<file path="src/rtl/gbe_rx_frame_buf.sv">
// GbE RX single-frame buffer controller: MAC byte stream -> 2048x8 SP RAM.
// Optional statistics counters are built when RXBUF_STATS_EN is defined.
module gbe_rx_frame_buf #(
    parameter int ADDR_W  = 11,
    parameter int MIN_LEN = 14
) (
    input  logic              clk,
    input  logic              reset,
    input  logic [7:0]        rx_data,
    input  logic              rx_valid,
    input  logic              rx_sof,
    input  logic              rx_eof,
    input  logic              rx_err,
    output logic              frm_ready,
    output logic [ADDR_W:0]   frm_len,
    input  logic              rd_req,
    input  logic [ADDR_W-1:0] rd_addr,
    output logic [7:0]        rd_data,
    output logic              rd_valid,
    input  logic              frm_release,
    output logic              drop_pulse,
    output logic              ram_ce,
    output logic              ram_oce,
    output logic              ram_wre,
    output logic [ADDR_W-1:0] ram_ad,
    output logic [7:0]        ram_din,
    input  logic [7:0]        ram_dout,
    output logic [15:0]       stat_ok_cnt,
    output logic [15:0]       stat_drop_cnt
);

    typedef enum logic [1:0] {IDLE, RECV, DISCARD, HOLD} state_t;

    localparam logic [ADDR_W:0] DEPTH = {1'b1, {ADDR_W{1'b0}}};
    localparam logic [ADDR_W:0] MIN_L = (ADDR_W+1)'(MIN_LEN);
    localparam logic [ADDR_W:0] ONE   = (ADDR_W+1)'(1);

    state_t            state, state_n;
    logic [ADDR_W:0]   wr_ptr, wr_ptr_n;
    logic [ADDR_W:0]   len_n, eof_len;
    logic              ready_n, drop_n;
    logic              skip, skip_n;
    logic              we, rd_en, eof_chk;
    logic [ADDR_W-1:0] wad;

    assign rd_en = rd_req && (state == HOLD);

    // Next-state, write control and end-of-frame acceptance
    always_comb begin
        state_n  = state;
        wr_ptr_n = wr_ptr;
        len_n    = frm_len;
        ready_n  = frm_ready;
        drop_n   = 1'b0;
        skip_n   = skip;
        we       = 1'b0;
        wad      = '0;
        eof_chk  = 1'b0;
        eof_len  = wr_ptr + ONE;
        unique case (state)
            IDLE, DISCARD: begin
                if (rx_valid && rx_sof) begin
                    we       = 1'b1;
                    wr_ptr_n = ONE;
                    state_n  = RECV;
                    eof_chk  = rx_eof;
                    eof_len  = ONE;
                end else if (state == DISCARD && rx_valid && rx_eof) begin
                    state_n = IDLE;
                end
            end
            RECV: begin
                if (rx_valid) begin
                    if (rx_sof) begin
                        // restart: the partial frame is abandoned
                        drop_n   = 1'b1;
                        we       = 1'b1;
                        wr_ptr_n = ONE;
                        eof_chk  = rx_eof;
                        eof_len  = ONE;
                    end else if (wr_ptr == DEPTH) begin
                        drop_n  = 1'b1;
                        state_n = rx_eof ? IDLE : DISCARD;
                    end else begin
                        we       = 1'b1;
                        wad      = wr_ptr[ADDR_W-1:0];
                        wr_ptr_n = wr_ptr + ONE;
                        eof_chk  = rx_eof;
                    end
                end
            end
            HOLD: begin
                // frames arriving while held are skipped, RAM is untouched
                if (rx_valid && rx_sof) begin
                    drop_n = 1'b1;
                    skip_n = !rx_eof;
                end else if (rx_valid && rx_eof) begin
                    skip_n = 1'b0;
                end
                if (frm_release) begin
                    ready_n = 1'b0;
                    state_n = skip_n ? DISCARD : IDLE;
                    skip_n  = 1'b0;
                end
            end
            default: state_n = IDLE;
        endcase
        if (eof_chk) begin
            if (rx_err || eof_len < MIN_L) begin
                drop_n  = 1'b1;
                state_n = IDLE;
            end else begin
                ready_n = 1'b1;
                len_n   = eof_len;
                state_n = HOLD;
            end
        end
    end

    // State and output registers
    always_ff @(posedge clk or posedge reset) begin
        if (reset) begin
            state      <= IDLE;
            wr_ptr     <= '0;
            frm_len    <= '0;
            frm_ready  <= 1'b0;
            drop_pulse <= 1'b0;
            skip       <= 1'b0;
            rd_valid   <= 1'b0;
        end else begin
            state      <= state_n;
            wr_ptr     <= wr_ptr_n;
            frm_len    <= len_n;
            frm_ready  <= ready_n;
            drop_pulse <= drop_n;
            skip       <= skip_n;
            rd_valid   <= rd_en;
        end
    end

    // RAM port: writes only while receiving, reads only while holding
    assign ram_ce  = ~reset & (we | rd_en);
    assign ram_wre = ~reset & we;
    assign ram_oce = 1'b1;
    assign ram_ad  = we ? wad : rd_addr;
    assign ram_din = rx_data;
    assign rd_data = ram_dout;

`ifdef RXBUF_STATS_EN
    logic [15:0] ok_cnt, drop_cnt;

    // Saturating good-frame and drop counters
    always_ff @(posedge clk or posedge reset) begin
        if (reset) begin
            ok_cnt   <= '0;
            drop_cnt <= '0;
        end else begin
            if (ready_n && !frm_ready && ok_cnt != 16'hFFFF)
                ok_cnt <= ok_cnt + 16'd1;
            if (drop_n && drop_cnt != 16'hFFFF)
                drop_cnt <= drop_cnt + 16'd1;
        end
    end

    assign stat_ok_cnt   = ok_cnt;
    assign stat_drop_cnt = drop_cnt;
`else
    assign stat_ok_cnt   = '0;
    assign stat_drop_cnt = '0;
`endif

endmodule

</file>
<file path="config.mk">
export PLATFORM = sky130hd
export DESIGN_NAME = gbe_rx_frame_buf
export DESIGN_NICKNAME = d
export VERILOG_FILES = /design/src/rtl/gbe_rx_frame_buf.sv
export SDC_FILE = /design/constraint.sdc
export NUM_CORES = 1
export LEC_CHECK = 0
export ABC_CLOCK_PERIOD_IN_PS = 2700
export CAP_MARGIN = 20
export CORE_ASPECT_RATIO = 0.9
export CORE_MARGIN = 4
export CORE_UTILIZATION = 42
export CTS_CLUSTER_SIZE = 14
export DETAILED_ROUTE_END_ITERATION = 16
export HOLD_SLACK_MARGIN = 0.05
export PLACE_DENSITY_LB_ADDON = 0.05
export SLEW_MARGIN = 20
export SYNTH_ARGS = -nofsm -noshare
export SYNTH_HDL_FRONTEND = slang
export SYNTH_SLANG_ARGS = --single-unit
</file>
<file path="constraint.sdc">
create_clock -name clk -period 2.7 [get_ports clk]
set_clock_uncertainty 0.1 [all_clocks]
set_input_delay 0.54 -clock clk [delete_from_list [all_inputs] [get_ports clk]]
set_output_delay 0.54 -clock clk [all_outputs]
set_load 0.1 [all_outputs]
</file>
### After elaboration in Yosys (flattened, before gate mapping)

Index checks and enable logic that the tools add are counted.

* memories: 0
* bits in read-only memories: 0
* bits of input ports: 35
* flip-flop bits (word level): 30
* latch bits: 0
* logic and storage cells: 88
* bits in writable memories: 0

* add/subtract/negate cells: 1
* eq/ne operators: 12
* reductions and logical operators: 13
* multipliers: 0
* shifts and indexed selects: 0
* order comparisons: 1
* bitwise operators: 5
* div/mod/pow operators: 0
* mux-type cells: 49

Operator list (number)
* two-way mux 12 bit: 7
* two-way mux 11 bit: 5
* one-hot mux 12 bit (2 select lines): 2
* two-way mux 1 bit: 21
* two-way mux 2 bit: 10
* != test 3 bit, second input constant: 5
* adder 12 x 1 -> 12 bit, second input constant: 1
* == test 12 bit, second input constant: 1
* < comparator 12 x 4 -> 1 bit, second input constant: 1
* one-hot mux 1 bit (2 select lines): 3
* one-hot mux 2 bit (3 select lines): 1
* logical AND 1 bit: 5
* AND reduction 5 bit: 1
* == test 2 bit, second input constant: 2
* != test 2 bit, second input constant: 2
* != test 4 bit, second input constant: 1
* AND reduction 4 bit: 1
* bitwise AND 1 bit: 2
* == test 2 x 1 -> 1 bit, second input constant: 1
* zero test 2 bit: 1
* NOT 1 bit: 2
* AND reduction 2 bit: 1
* nonzero test 2 bit: 1
* OR reduction 2 bit: 1
* other kinds (3): 3

### Depth between registers and ports, before layout

Gate-level depths: netlist of the first run.

* depth after elaboration: 8
* gate-level depth with buffers: 10
* mapped depth without buffers: 8

### Least setup slack after synthesis of the first run

Ideal clock, no wire load.

* path kind: reg-to-output
* start: register wr_ptr[0]
* end: output ram_ad[0]
* arrival time: 3.867 ns
* slack: -1.807 ns
* data required time: 2.060 ns
* stages on the path, launching flop included: 9
* cell sequence: dfrtp_1 inv_1 ha_1 nor4b_2 and4b_2 or4_1 clkbuf_1 buf_2 o21ai_0

* cells in the longest elaborated chain, start to end: 6

Ends and longest elaborated chain
* from (decl): RTL line 39 `logic [ADDR_W:0] wr_ptr, wr_ptr_n;`
* from (signal assigned): RTL line 132 `wr_ptr <= wr_ptr_n;`
* == test 12 bit: RTL line 81 `end else if (wr_ptr == DEPTH) begin`
* two-way mux 1 bit or two-way mux 11 bit (tied branches): RTL line 81
* two-way mux 1 bit or two-way mux 11 bit (tied branches): RTL line 74 `if (rx_sof) begin`
* two-way mux 1 bit or two-way mux 11 bit (tied branches): RTL line 73 `if (rx_valid) begin`
* one-hot mux 1 bit (2 select lines) or two-way mux 11 bit (tied branches): RTL line 60 `unique case (state)`
* two-way mux 11 bit (*): RTL line 145 `assign ram_ad = we ? wad : rd_addr;`
* to (decl): RTL line 25 `output logic [ADDR_W-1:0] ram_ad,`

Every way passes the cells marked *; elsewhere a longest branch is shown, timed or not.

### Worst setup path after layout of the first run

Same ends and word-level chain as after synthesis.

==> impl_results.md, run 1 <==
- Max Cap Violations: 0
- DR vias: 2014
- Starting Density: 0.439
- CP Data Required Time: 2060 ps
- Start of the worst register-to-register path: wr_ptr[0]
- Reg clk slew, reported paths: 60 ps
- Layout cells sized above 1: 0.380
- Outcome: complete, but fails checks
- Setup-failing EPs final: 4
- Top cell family by delay on the critical path: simple AND/OR/NAND/NOR gates
- Die X-Extent: 86.8 microns
- R2R cell count: 10
- Overflow after GRT: 0
- Final Hold Vio Count: 0
- Arrival time of the worst setup path: 2070 ps
- Share of the clock period used by the worst path: 1.00
- R2r setup slk: 50 ps
- Number of buffers created by CTS: 5
- Rows: 25
- DR pass1 iterations: 4
- Pre-CTS setup slack: -279 ps
- Crit path capture: ram_ad[0]
- Post-DP HPWL: 4.50 mm
- Hold bufs inserted after CTS: 0
- DIE HEIGHT: 78.9 microns
- Most common cell after layout, fill and taps aside: buf_4
- Cell Pwr Density: 750 nW/um^2
- Worst vdd ir: 461 uV
- Filler instances: 488
- CP endpoint kind: output pin
- Routed WL: 6.17 mm
- Initial antenna violation count: 0
- Crit. path cell count: 7
- DRC errors left: 0
- Clock latency at the later pin of the worst-skew pair: 290 ps
- Io pins: 112
- Clock Tree Root: clkbuf_8
- Clock buffer depth: 2
- Critical path buffer and inverter count: 2
- Pin count of the biggest net entering global routing: 31
- Leakage: 1.58 nW
- Fin. max-slew vios: 0
- Min Hold Slack: 374 ps
- Die area: 6850 sq um
- Crit path largest cell delay: 470 ps
- WL/cell: 15.8 microns
- Port bufs: 46
- Worst R2R End: frm_len[5]
- Critical Path Start Type: flip-flop
- Worst setup path start: wr_ptr[0]
- Synthesized area: 2350 sq um
- Unique masters post-synth: 51
- 1st-iter DRT viols: 134
- Final Worst Setup Slack: -10.3 ps
- Post-synth EDFFs: 0
- Top_reg_cell synth: dfrtp_1
- Via-to-Cell Ratio: 5.15
- Crit path time final: 2710 ps
- First-pass GRT wire length: 9.66 mm
- Vias in the first global route: 1905
- CTS tree: done
- CP Max Fanout: 3
- Area Overhead vs Synth: 37.0%
- Syn Area/Cell: 8.92 sq um
- Crit-path cells: inv_2, ha_4, nor4b_4, and4b_2, or4_4, o21ai_4, buf_12
- GP Congestion: 0.896
- Clk sinks: 30
- Final antenna-violating net count: 0
- Antenna diodes: 0
- Hold Crit Class: reg -> reg
- Seq/Total Area, Yosys: 0.320
- Core area: 5350 sq um
- CP max stage cell: or4_4
- CTS H-tree depth: 2
- Failing checks: setup timing
- Nets@finish: 361
- Synth Register Bits: 30
- Asr flop ratio synth: 1.00
- Synth warn: 0
- Peak Freq: 0.369 GHz
- Total track usage: 0.182
- RSZ-0062 raised after global routing: yes
- Most frequent cells in the layout: 58 x buf_4, 33 x conb_1, 30 x dfrtp_1, 19 x nand2_1, 17 x clkdlybuf4s50_1
- WS Path Type: reg -> out
- Syn Inst Count: 263
==> power breakdown <==
part	total, mW	leakage (nW)	internal, mW	switching, mW
Sequential	0.526	0.404	0.495	0.0301
Clock	0.350	0.0383	0.177	0.173
Combinational	1.54	1.14	0.519	1.02
==> timing repair <==
| item | CTS | global route |
|---|---|---|
| endpoints found under the hold margin | 0 | 0 |
| resized for setup | 17 | 5 |
| pin swaps | 3 | 2 |
| setup buffers | 7 | 1 |
| endpoints found under the setup margin | 13 | 20 |
| cloned | 0 | 1 |
==> sequential cells by signal, indices dropped and copies added, names as in the netlist <==
name,flops
frm_len,12
wr_ptr,12
state,2
drop_pulse,1
frm_ready,1
rd_valid,1
skip,1
==> worst min-delay path by stage <==
stage                 to  depth (start not counted)      start  slack (ps)
5_1_grt        frm_ready                          2  frm_ready         420
4_1_cts        frm_ready                          2  frm_ready         380
6_report       frm_ready                          2  frm_ready         370
3_5_place_dp   frm_ready                          2  frm_ready         360
2_1_floorplan       skip                          2       skip         390
3_3_place_gp   frm_ready                          2  frm_ready         360
==> cell usage after synthesis, drive strengths merged (6+ instances only) <==
cell type,n,share of area
nor2,18,0.030
a21oi,6,0.013
nand2,19,0.030
buf,63,0.21
mux2,10,0.056
o21ai,18,0.038
a22o,11,0.041
dfrtp,30,0.32
clkbuf,8,0.013
xnor2,7,0.026
xor2,6,0.022
nand3,6,0.015
==> area by class of cell <==
| class | count | area (sq um) | share of cell area |
|---|---|---|---|
| well taps | 67 | 83.8 | 0.0261 |
| flip-flops and latches | 30 | 751 | 0.233 |
| clock buffers | 7 | 76.3 | 0.0237 |
| multi-input cells | 189 | 1340 | 0.416 |
| repair buffers | 94 | 953 | 0.296 |
| inverters | 4 | 15.0 | 0.00467 |
==> worst reg2reg max path, delay by kind of cell, from the launching register on <==
family	cells	cell delay (ps)
muxes	1	330
DFF	1	390
adders and majority gates	1	210
AOI/OAI and AO/OA	4	970
buffers and inverters	3	400
and+or+nand+nor	1	140
==> metal layers <==
layer	part of all wire	GRT usage	up-vias
met4	0.011	0.0530	0
met3	0.085	0.0456	9
met1	0.45	0.249	961
li1	-	-	961
met5	0	0	-
met2	0.45	0.282	83
==> through the flow <==
step	TNS [ps]	cell area, sq um	total power [mW]	utilization	instances
finish	-15.5	3220	2.41	0.601	391
global route	-1170	3220	2.51	0.601	391
CTS	-23.7	3160	2.41	0.592	389
detailed placement	-4280	2940	1.96	0.550	375
global placement	-3470	2940	1.96	0.550	375
floorplan	-1620	2520	1.67	-	294
==> logic make-up after synthesis <==
kind of cell	count (synthesis)	synth area share
fa+ha+maj	2	0.0107
other cells	2	0.00320
xor+xnor	13	0.0485
simple gates	74	0.170
compound gates	56	0.163
buf+inv	75	0.225
mux	11	0.0602
flops	30	0.320
No activity file was read; power rests on OpenSTA's default activity.
==> run 2: changes to the inputs <==
--- a/config.mk
+++ b/config.mk
@@ -10,6 +10,7 @@
 export CORE_ASPECT_RATIO = 0.9
 export CORE_MARGIN = 4
 export CORE_UTILIZATION = 42
+export CTS_CLUSTER_DIAMETER = 120
 export CTS_CLUSTER_SIZE = 14
 export DETAILED_ROUTE_END_ITERATION = 16
 export HOLD_SLACK_MARGIN = 0.05
==> results of run 2 <==
The final DEF is identical to that of run 1; final timing and power are the same.
